<file path="src/rtl/ysyx_24090003_pkg.sv">
// Shared LSU/writeback types: FSM state encoding, RV32I load/store width codes,
// and the misalignment predicate used when YSYX_24090003_MISALIGN_CHK_EN is defined.
package ysyx_24090003_pkg;

  localparam int XLEN = 32;

  typedef enum logic [1:0] {
    IDLE = 2'd0,
    REQ  = 2'd1,
    WAIT = 2'd2,
    WB   = 2'd3
  } lsu_state_t;

  localparam logic [2:0] LB  = 3'b000;
  localparam logic [2:0] LH  = 3'b001;
  localparam logic [2:0] LW  = 3'b010;
  localparam logic [2:0] LBU = 3'b100;
  localparam logic [2:0] LHU = 3'b101;
  localparam logic [2:0] SB  = 3'b000;
  localparam logic [2:0] SH  = 3'b001;
  localparam logic [2:0] SW  = 3'b010;

  // Only the named half/word codes are checked; unnamed codes fall back to word ops.
  function automatic logic is_misaligned(input logic [2:0] f3, input logic is_ld,
                                         input logic [1:0] off);
    logic mis;
    mis = 1'b0;
    if (is_ld) begin
      mis = (((f3 == LH) || (f3 == LHU)) && off[0]) || ((f3 == LW) && (off != 2'b00));
    end else begin
      mis = ((f3 == SH) && off[0]) || ((f3 == SW) && (off != 2'b00));
    end
    return mis;
  endfunction

endpackage

</file>
<file path="src/rtl/ysyx_24090003_load_align.sv">
// Combinational load extraction: selects byte/half/word from a memory word
// by address offset and applies sign or zero extension.
module ysyx_24090003_load_align
  import ysyx_24090003_pkg::*;
(
  input  logic [2:0]  i_funct3,
  input  logic [1:0]  i_off,
  input  logic [31:0] i_word,
  output logic [31:0] o_data
);

  logic [7:0]  w_byte;
  logic [15:0] w_half;

  always_comb begin
    w_byte = 8'h00;
    case (i_off)
      2'd0:    w_byte = i_word[7:0];
      2'd1:    w_byte = i_word[15:8];
      2'd2:    w_byte = i_word[23:16];
      default: w_byte = i_word[31:24];
    endcase
  end

  assign w_half = i_off[1] ? i_word[31:16] : i_word[15:0];

  always_comb begin
    o_data = i_word;
    case (i_funct3)
      LB:      o_data = {{24{w_byte[7]}}, w_byte};
      LBU:     o_data = {24'h000000, w_byte};
      LH:      o_data = {{16{w_half[15]}}, w_half};
      LHU:     o_data = {16'h0000, w_half};
      default: o_data = i_word;
    endcase
  end

endmodule

</file>
<file path="src/rtl/ysyx_24090003_lsu_wb.sv">
// Load/store unit with register-file writeback: IDLE -> REQ -> WAIT -> WB for memory
// ops, IDLE -> WB for everything else. Optional YSYX_24090003_MISALIGN_CHK_EN traps misaligned accesses.
module ysyx_24090003_lsu_wb #(
  parameter int XLEN = 32
) (
  input  logic            cpu_clk,
  input  logic            cpu_rs,
  input  logic            ex_valid,
  output logic            ex_ready,
  input  logic            is_load,
  input  logic            is_store,
  input  logic [2:0]      funct3,
  input  logic [XLEN-1:0] addr,
  input  logic [XLEN-1:0] store_data,
  input  logic [XLEN-1:0] alu_result,
  input  logic [4:0]      rd_in,
  output logic            mem_req_valid,
  input  logic            mem_req_ready,
  output logic            mem_req_wen,
  output logic [XLEN-1:0] mem_addr,
  output logic [XLEN-1:0] mem_wdata,
  output logic [3:0]      mem_wmask,
  input  logic            mem_resp_valid,
  input  logic [XLEN-1:0] mem_rdata,
  output logic            rf_wen,
  output logic [4:0]      rf_rd,
  output logic [XLEN-1:0] rf_wdata,
  output logic            lsu_done,
  output logic            lsu_misalign,
  output logic [1:0]      dbg_state
);

  import ysyx_24090003_pkg::*;

  // Handshake contract: ex_valid/ex_ready transfer an op on a cycle where both are high;
  // mem_req_valid holds with a stable payload until mem_req_ready; mem_resp_valid counts only in WAIT.

  lsu_state_t      r_state;
  logic            r_ex_ready;
  logic            r_mem_req_valid;
  logic            r_mem_wen;
  logic            r_is_load;
  logic [2:0]      r_funct3;
  logic [XLEN-1:0] r_addr;
  logic [XLEN-1:0] r_store_data;
  logic [XLEN-1:0] r_alu_result;
  logic [4:0]      r_rd;
  logic [XLEN-1:0] r_rdata;
  logic            r_rf_wen;
  logic            r_lsu_done;
  logic            r_lsu_misalign;

  logic            w_is_mem;
  logic            w_is_store;
  logic            w_misalign;
  logic [3:0]      w_wmask;
  logic [XLEN-1:0] w_wdata;
  logic [XLEN-1:0] w_load_data;

  // A load flag wins when both flags are set.
  assign w_is_mem   = is_load | is_store;
  assign w_is_store = is_store & ~is_load;

`ifdef YSYX_24090003_MISALIGN_CHK_EN
  assign w_misalign = w_is_mem && is_misaligned(funct3, is_load, addr[1:0]);
`else
  assign w_misalign = 1'b0;
`endif

  always_comb begin
    w_wmask = 4'b1111;
    w_wdata = r_store_data;
    case (r_funct3)
      SB: begin
        w_wmask = 4'b0001 << r_addr[1:0];
        w_wdata = {4{r_store_data[7:0]}};
      end
      SH: begin
        w_wmask = 4'b0011 << {r_addr[1], 1'b0};
        w_wdata = {2{r_store_data[15:0]}};
      end
      default: begin
        w_wmask = 4'b1111;
        w_wdata = r_store_data;
      end
    endcase
  end

  ysyx_24090003_load_align u_load_align (
    .i_funct3 (r_funct3),
    .i_off    (r_addr[1:0]),
    .i_word   (r_rdata),
    .o_data   (w_load_data)
  );

  always_ff @(posedge cpu_clk) begin
    if (cpu_rs) begin
      r_state         <= IDLE;
      r_ex_ready      <= 1'b1;
      r_mem_req_valid <= 1'b0;
      r_mem_wen       <= 1'b0;
      r_is_load       <= 1'b0;
      r_funct3        <= 3'b000;
      r_addr          <= '0;
      r_store_data    <= '0;
      r_alu_result    <= '0;
      r_rd            <= 5'd0;
      r_rdata         <= '0;
      r_rf_wen        <= 1'b0;
      r_lsu_done      <= 1'b0;
      r_lsu_misalign  <= 1'b0;
    end else begin
      case (r_state)
        IDLE: begin
          if (ex_valid) begin
            r_funct3     <= funct3;
            r_addr       <= addr;
            r_store_data <= store_data;
            r_alu_result <= alu_result;
            r_rd         <= rd_in;
            r_is_load    <= is_load;
            r_mem_wen    <= w_is_store;
            r_ex_ready   <= 1'b0;
            if (w_misalign) begin
              r_state        <= WB;
              r_lsu_done     <= 1'b1;
              r_lsu_misalign <= 1'b1;
            end else if (w_is_mem) begin
              r_state         <= REQ;
              r_mem_req_valid <= 1'b1;
            end else begin
              r_state    <= WB;
              r_lsu_done <= 1'b1;
              r_rf_wen   <= (rd_in != 5'd0);
            end
          end
        end
        REQ: begin
          if (mem_req_ready) begin
            r_mem_req_valid <= 1'b0;
            r_state         <= WAIT;
          end
        end
        WAIT: begin
          if (mem_resp_valid) begin
            r_rdata    <= mem_rdata;
            r_state    <= WB;
            r_lsu_done <= 1'b1;
            r_rf_wen   <= r_is_load && (r_rd != 5'd0);
          end
        end
        WB: begin
          r_lsu_done     <= 1'b0;
          r_rf_wen       <= 1'b0;
          r_lsu_misalign <= 1'b0;
          r_ex_ready     <= 1'b1;
          r_state        <= IDLE;
        end
        default: begin
          r_state <= IDLE;
        end
      endcase
    end
  end

  assign ex_ready      = r_ex_ready;
  assign mem_req_valid = r_mem_req_valid;
  assign mem_req_wen   = r_mem_wen;
  assign mem_addr      = {r_addr[XLEN-1:2], 2'b00};
  assign mem_wmask     = r_mem_wen ? w_wmask : 4'b0000;
  assign mem_wdata     = r_mem_wen ? w_wdata : '0;
  assign rf_wen        = r_rf_wen;
  assign rf_rd         = r_rd;
  assign rf_wdata      = r_is_load ? w_load_data : r_alu_result;
  assign lsu_done      = r_lsu_done;
  assign lsu_misalign  = r_lsu_misalign;
  assign dbg_state     = r_state;

endmodule

</file>
<file path="config.mk">
export PLATFORM = sky130hd
export DESIGN_NAME = ysyx_24090003_lsu_wb
export DESIGN_NICKNAME = d
export VERILOG_FILES = /design/src/rtl/ysyx_24090003_pkg.sv /design/src/rtl/ysyx_24090003_load_align.sv /design/src/rtl/ysyx_24090003_lsu_wb.sv
export SDC_FILE = /design/constraint.sdc
export NUM_CORES = 1
export LEC_CHECK = 0
export CORE_UTILIZATION = 25
export DETAILED_ROUTE_END_ITERATION = 8
export GPL_ROUTABILITY_DRIVEN = 0
export GPL_TIMING_DRIVEN = 0
export PLACE_DENSITY_LB_ADDON = 0.3
export SYNTH_ARGS = -nofsm -noshare
export SYNTH_HDL_FRONTEND = slang
export SYNTH_SLANG_ARGS = --single-unit
</file>
<file path="constraint.sdc">
create_clock -name cpu_clk -period 1.81 [get_ports cpu_clk]
set_input_delay 0.181 -clock cpu_clk [delete_from_list [all_inputs] [get_ports cpu_clk]]
set_output_delay 0.181 -clock cpu_clk [all_outputs]
set_load 0.005 [all_outputs]
</file>
==> out/qor.yml <==
min_period_over_period_pct: 120
drv_slew: 0
r2r-start: "dbg_state[0]"
die-width_um: 167
crit_arrival_ps: 1980
synthArstFlopShare_pct: 0
drt_iter0_drc: 517
p_switching_uw: 4700
syn2layout_area_growth_pct: 71.8
yosysWarnings: 0
p_seq_share_pct: 30.8
dpl.hpwl_um: 19900
reg2reg_to: "r_alu_result[15]"
finalNonFillerCells: 1629
critPathKind: "register to output pin"
synth.top_cell.area_share_pct: 42.4
grt_max_degree: 17
rsz0062_at_grt: "yes"
final_area_um2: 11700
cts.sinks: 144
insertion_delay_ps: 420
io_pins: 256
layout.nets: 1429
ys_types: 39
clk_pin_slew_ps: 70
wl_per_cell_um: 17.0
dr_total_vias: 7681
grt_pass1_vias: 7679
die-area_um2: 27800
max_clock_freq_mhz: 462
place_area_um2: 9730
netlist_instances: 942
ant_nets: 0
synth.avg_cell_area_um2: 7.21
dp.cells: 1530
p_int_uw: 8780
setup_slack_ps: -353
antenna_found_initial: 1
finalSetupViolations: 58
critPathMaxFanout: 5
comb_power_share_pct: 42.1
worstRegToRegCells: 8
min_period_ps: 2160
h-tree-depth: 4
vias_per_cell: 4.72
crit_chain: "mux2_4, mux2_4, a21oi_4, buf_12, buf_6, a21oi_4, buf_2"
core-area_um2: 26400
overflow: 0
status: "finished with violations"
swShare_pct: 34.9
hold_depth: 3
cap_violations: 0
worst_path_largest_cell_delay_ps: 380
first_pass_iters: 5
synth-edff-count: 0
rows: 59
clock_path_buffers: 2
cp_slowest_cell: "dfxtp_4"
start_util_pct: 25.8
finalHoldViolations: 0
fill_cells: 2646
hp-start: "cpu_rs"
portBuffers: 251
p_leak_uw: 0.00469
power_density_nw_per_um2: 1160
fp.dieH_um: 167
critical_path.startpoint_type: "register"
cp_data_required_time_ps: 1630
final_common_cell: "nand2_1"
synth_top_area_cell: "dfxtp_1"
antennaDiodeCount: 0
cts_tree: "built"
cp-end-kind: "output pin"
seq_area_frac_synth_pct: 42.4
finalClockSkew_ps: 6.39
violations: "setup timing"
cts_buffers: 17
ys_top_cells_by_area: "dfxtp_1 42%, nand2_1 20%, a21oi_1 12%"
synth-seq-cells: 144
worstHoldPathType: "primary input to register"
min_to: "ex_ready"
reg2reg_slack_ps: 100
max-slew-margin-rel_pct: 45.6
power.clock.fraction_pct: 27.2
peakVddDrop_mv: 0.593
drc: 0
root_buffer: "clkbuf_16"
ys.flop_type: "dfxtp_1"
grt_pass1_wl_um: 42200
tightest_slew_ps: 816
layout_common_cells: "322 x nand2_1, 183 x clkdlybuf4s50_1, 139 x a21oi_1, 134 x dfxtp_1, 59 x buf_4"
drt_wl_total_um: 27800
ctsHoldBuffers: 0
crit_start: "r_addr[1]"
grt_usage_pct: 19.6
drive_gt1_share_pct: 29.3
netlist_area_um2: 6790
[final cells by class]
cell class | instances | area (µm²) | share of cell area (%)
Buffer | 100 | 737 | 6.31
Clock buffer | 19 | 443 | 3.80
Clock inverter | 13 | 161 | 1.38
Inverter | 5 | 18.8 | 0.161
Multi-Input combinational cell | 690 | 3960 | 34.0
Sequential cell | 144 | 2910 | 24.9
Tap cell | 335 | 419 | 3.59
Timing Repair Buffer | 323 | 3020 | 25.9
[synth_stat cells, types with 8 or more instances]
library cell  instances
a21boi_0             17
a21oi_1             164
and2_1               11
buf_2                16
buf_4                33
clkbuf_1             55
dfxtp_1             144
mux2_2               11
mux2i_1              11
nand2_1             353
nor2_1               30
nor3_1               10
o211a_1               8
o21ai_0              12
o22ai_1              10
[kinds of logic after synthesis]
group	share of synthesized area [%]
AOI/OAI and AO/OA	20.1
adders and majority gates	0.921
buffers and inverters	8.20
DFF	42.4
muxes	3.44
other	0.0552
and+or+nand+nor	24.8
[worst max-delay path by stage]
stage | slack (ps) | end | depth (start not counted)
after detailed placement | -740 | mem_wdata[21] | 6
after floorplan | 60 | r_alu_result[25] | 8
after CTS | -350 | rf_wdata[13] | 7
final | -350 | rf_wdata[8] | 7
after global routing | -410 | rf_wdata[13] | 7
after global placement | -730 | mem_wdata[21] | 6
[power groups by stage]
| stage | combinational (µW) | clock (µW) | sequential (µW) |
|---|---|---|---|
| after CTS | 5310 | 3720 | 4110 |
| after floorplan | 2370 | 0 | 4020 |
| after global routing | 6140 | 3880 | 4220 |
| after detailed placement | 4380 | 0 | 4140 |
| after global placement | 4360 | 0 | 4120 |
| final | 5670 | 3660 | 4150 |
[routing by layer]
metal / global-route usage [%] / part of all wire [%] / wire length (µm) / vias to the layer above
li1: - / - / - / 3759
met1: 24.9 / 44 / 12100 / 3606
met2: 32.3 / 47 / 13100 / 282
met3: 4.82 / 7.2 / 1990 / 32
met4: 6.64 / 2.0 / 551 / 2
met5: 0 / 0.047 / 13 / -
[worst max-delay path, delay by kind of cell, from the launching register on]
family	cells	cell delay [ps]
muxes	2	610
DFF	1	380
buffers and inverters	3	380
AOI/OAI and AO/OA	2	200
[sequential cells by signal, summed over array words and instances (netlist names)]
signal         count
mem_req_valid      1
lsu_done           1
r_store_data      32
r_addr            32
r_rdata           32
dbg_state          2
r_is_load          1
r_alu_result      32
rf_wen             1
mem_req_wen        1
rf_rd              5
ex_ready           1
r_funct3           3
[stage by stage]
step | hold WS [ps] | power (µW) | worst slack [ps] | TNS [ps] | utilization (%)
4_1_cts | 223 | 13100 | -349 | -12440 | 43.1
3_5_place_dp | 447 | 8510 | -736 | -65670 | 36.9
2_1_floorplan | 317 | 6390 | 58.6 | 0 | -
3_3_place_gp | 443 | 8480 | -729 | -66640 | 36.9
6_report | 234 | 13500 | -353 | -12040 | 44.3
5_1_grt | 276 | 14200 | -406 | -15370 | 44.3
[timing repair]
action	in CTS	in global routing
setup buffers	58	16
endpoints found under the setup margin	207	156
pin swaps	37	38
gates resized for setup	478	88
cloned	5	0
No activity file was read; power rests on OpenSTA's default activity.
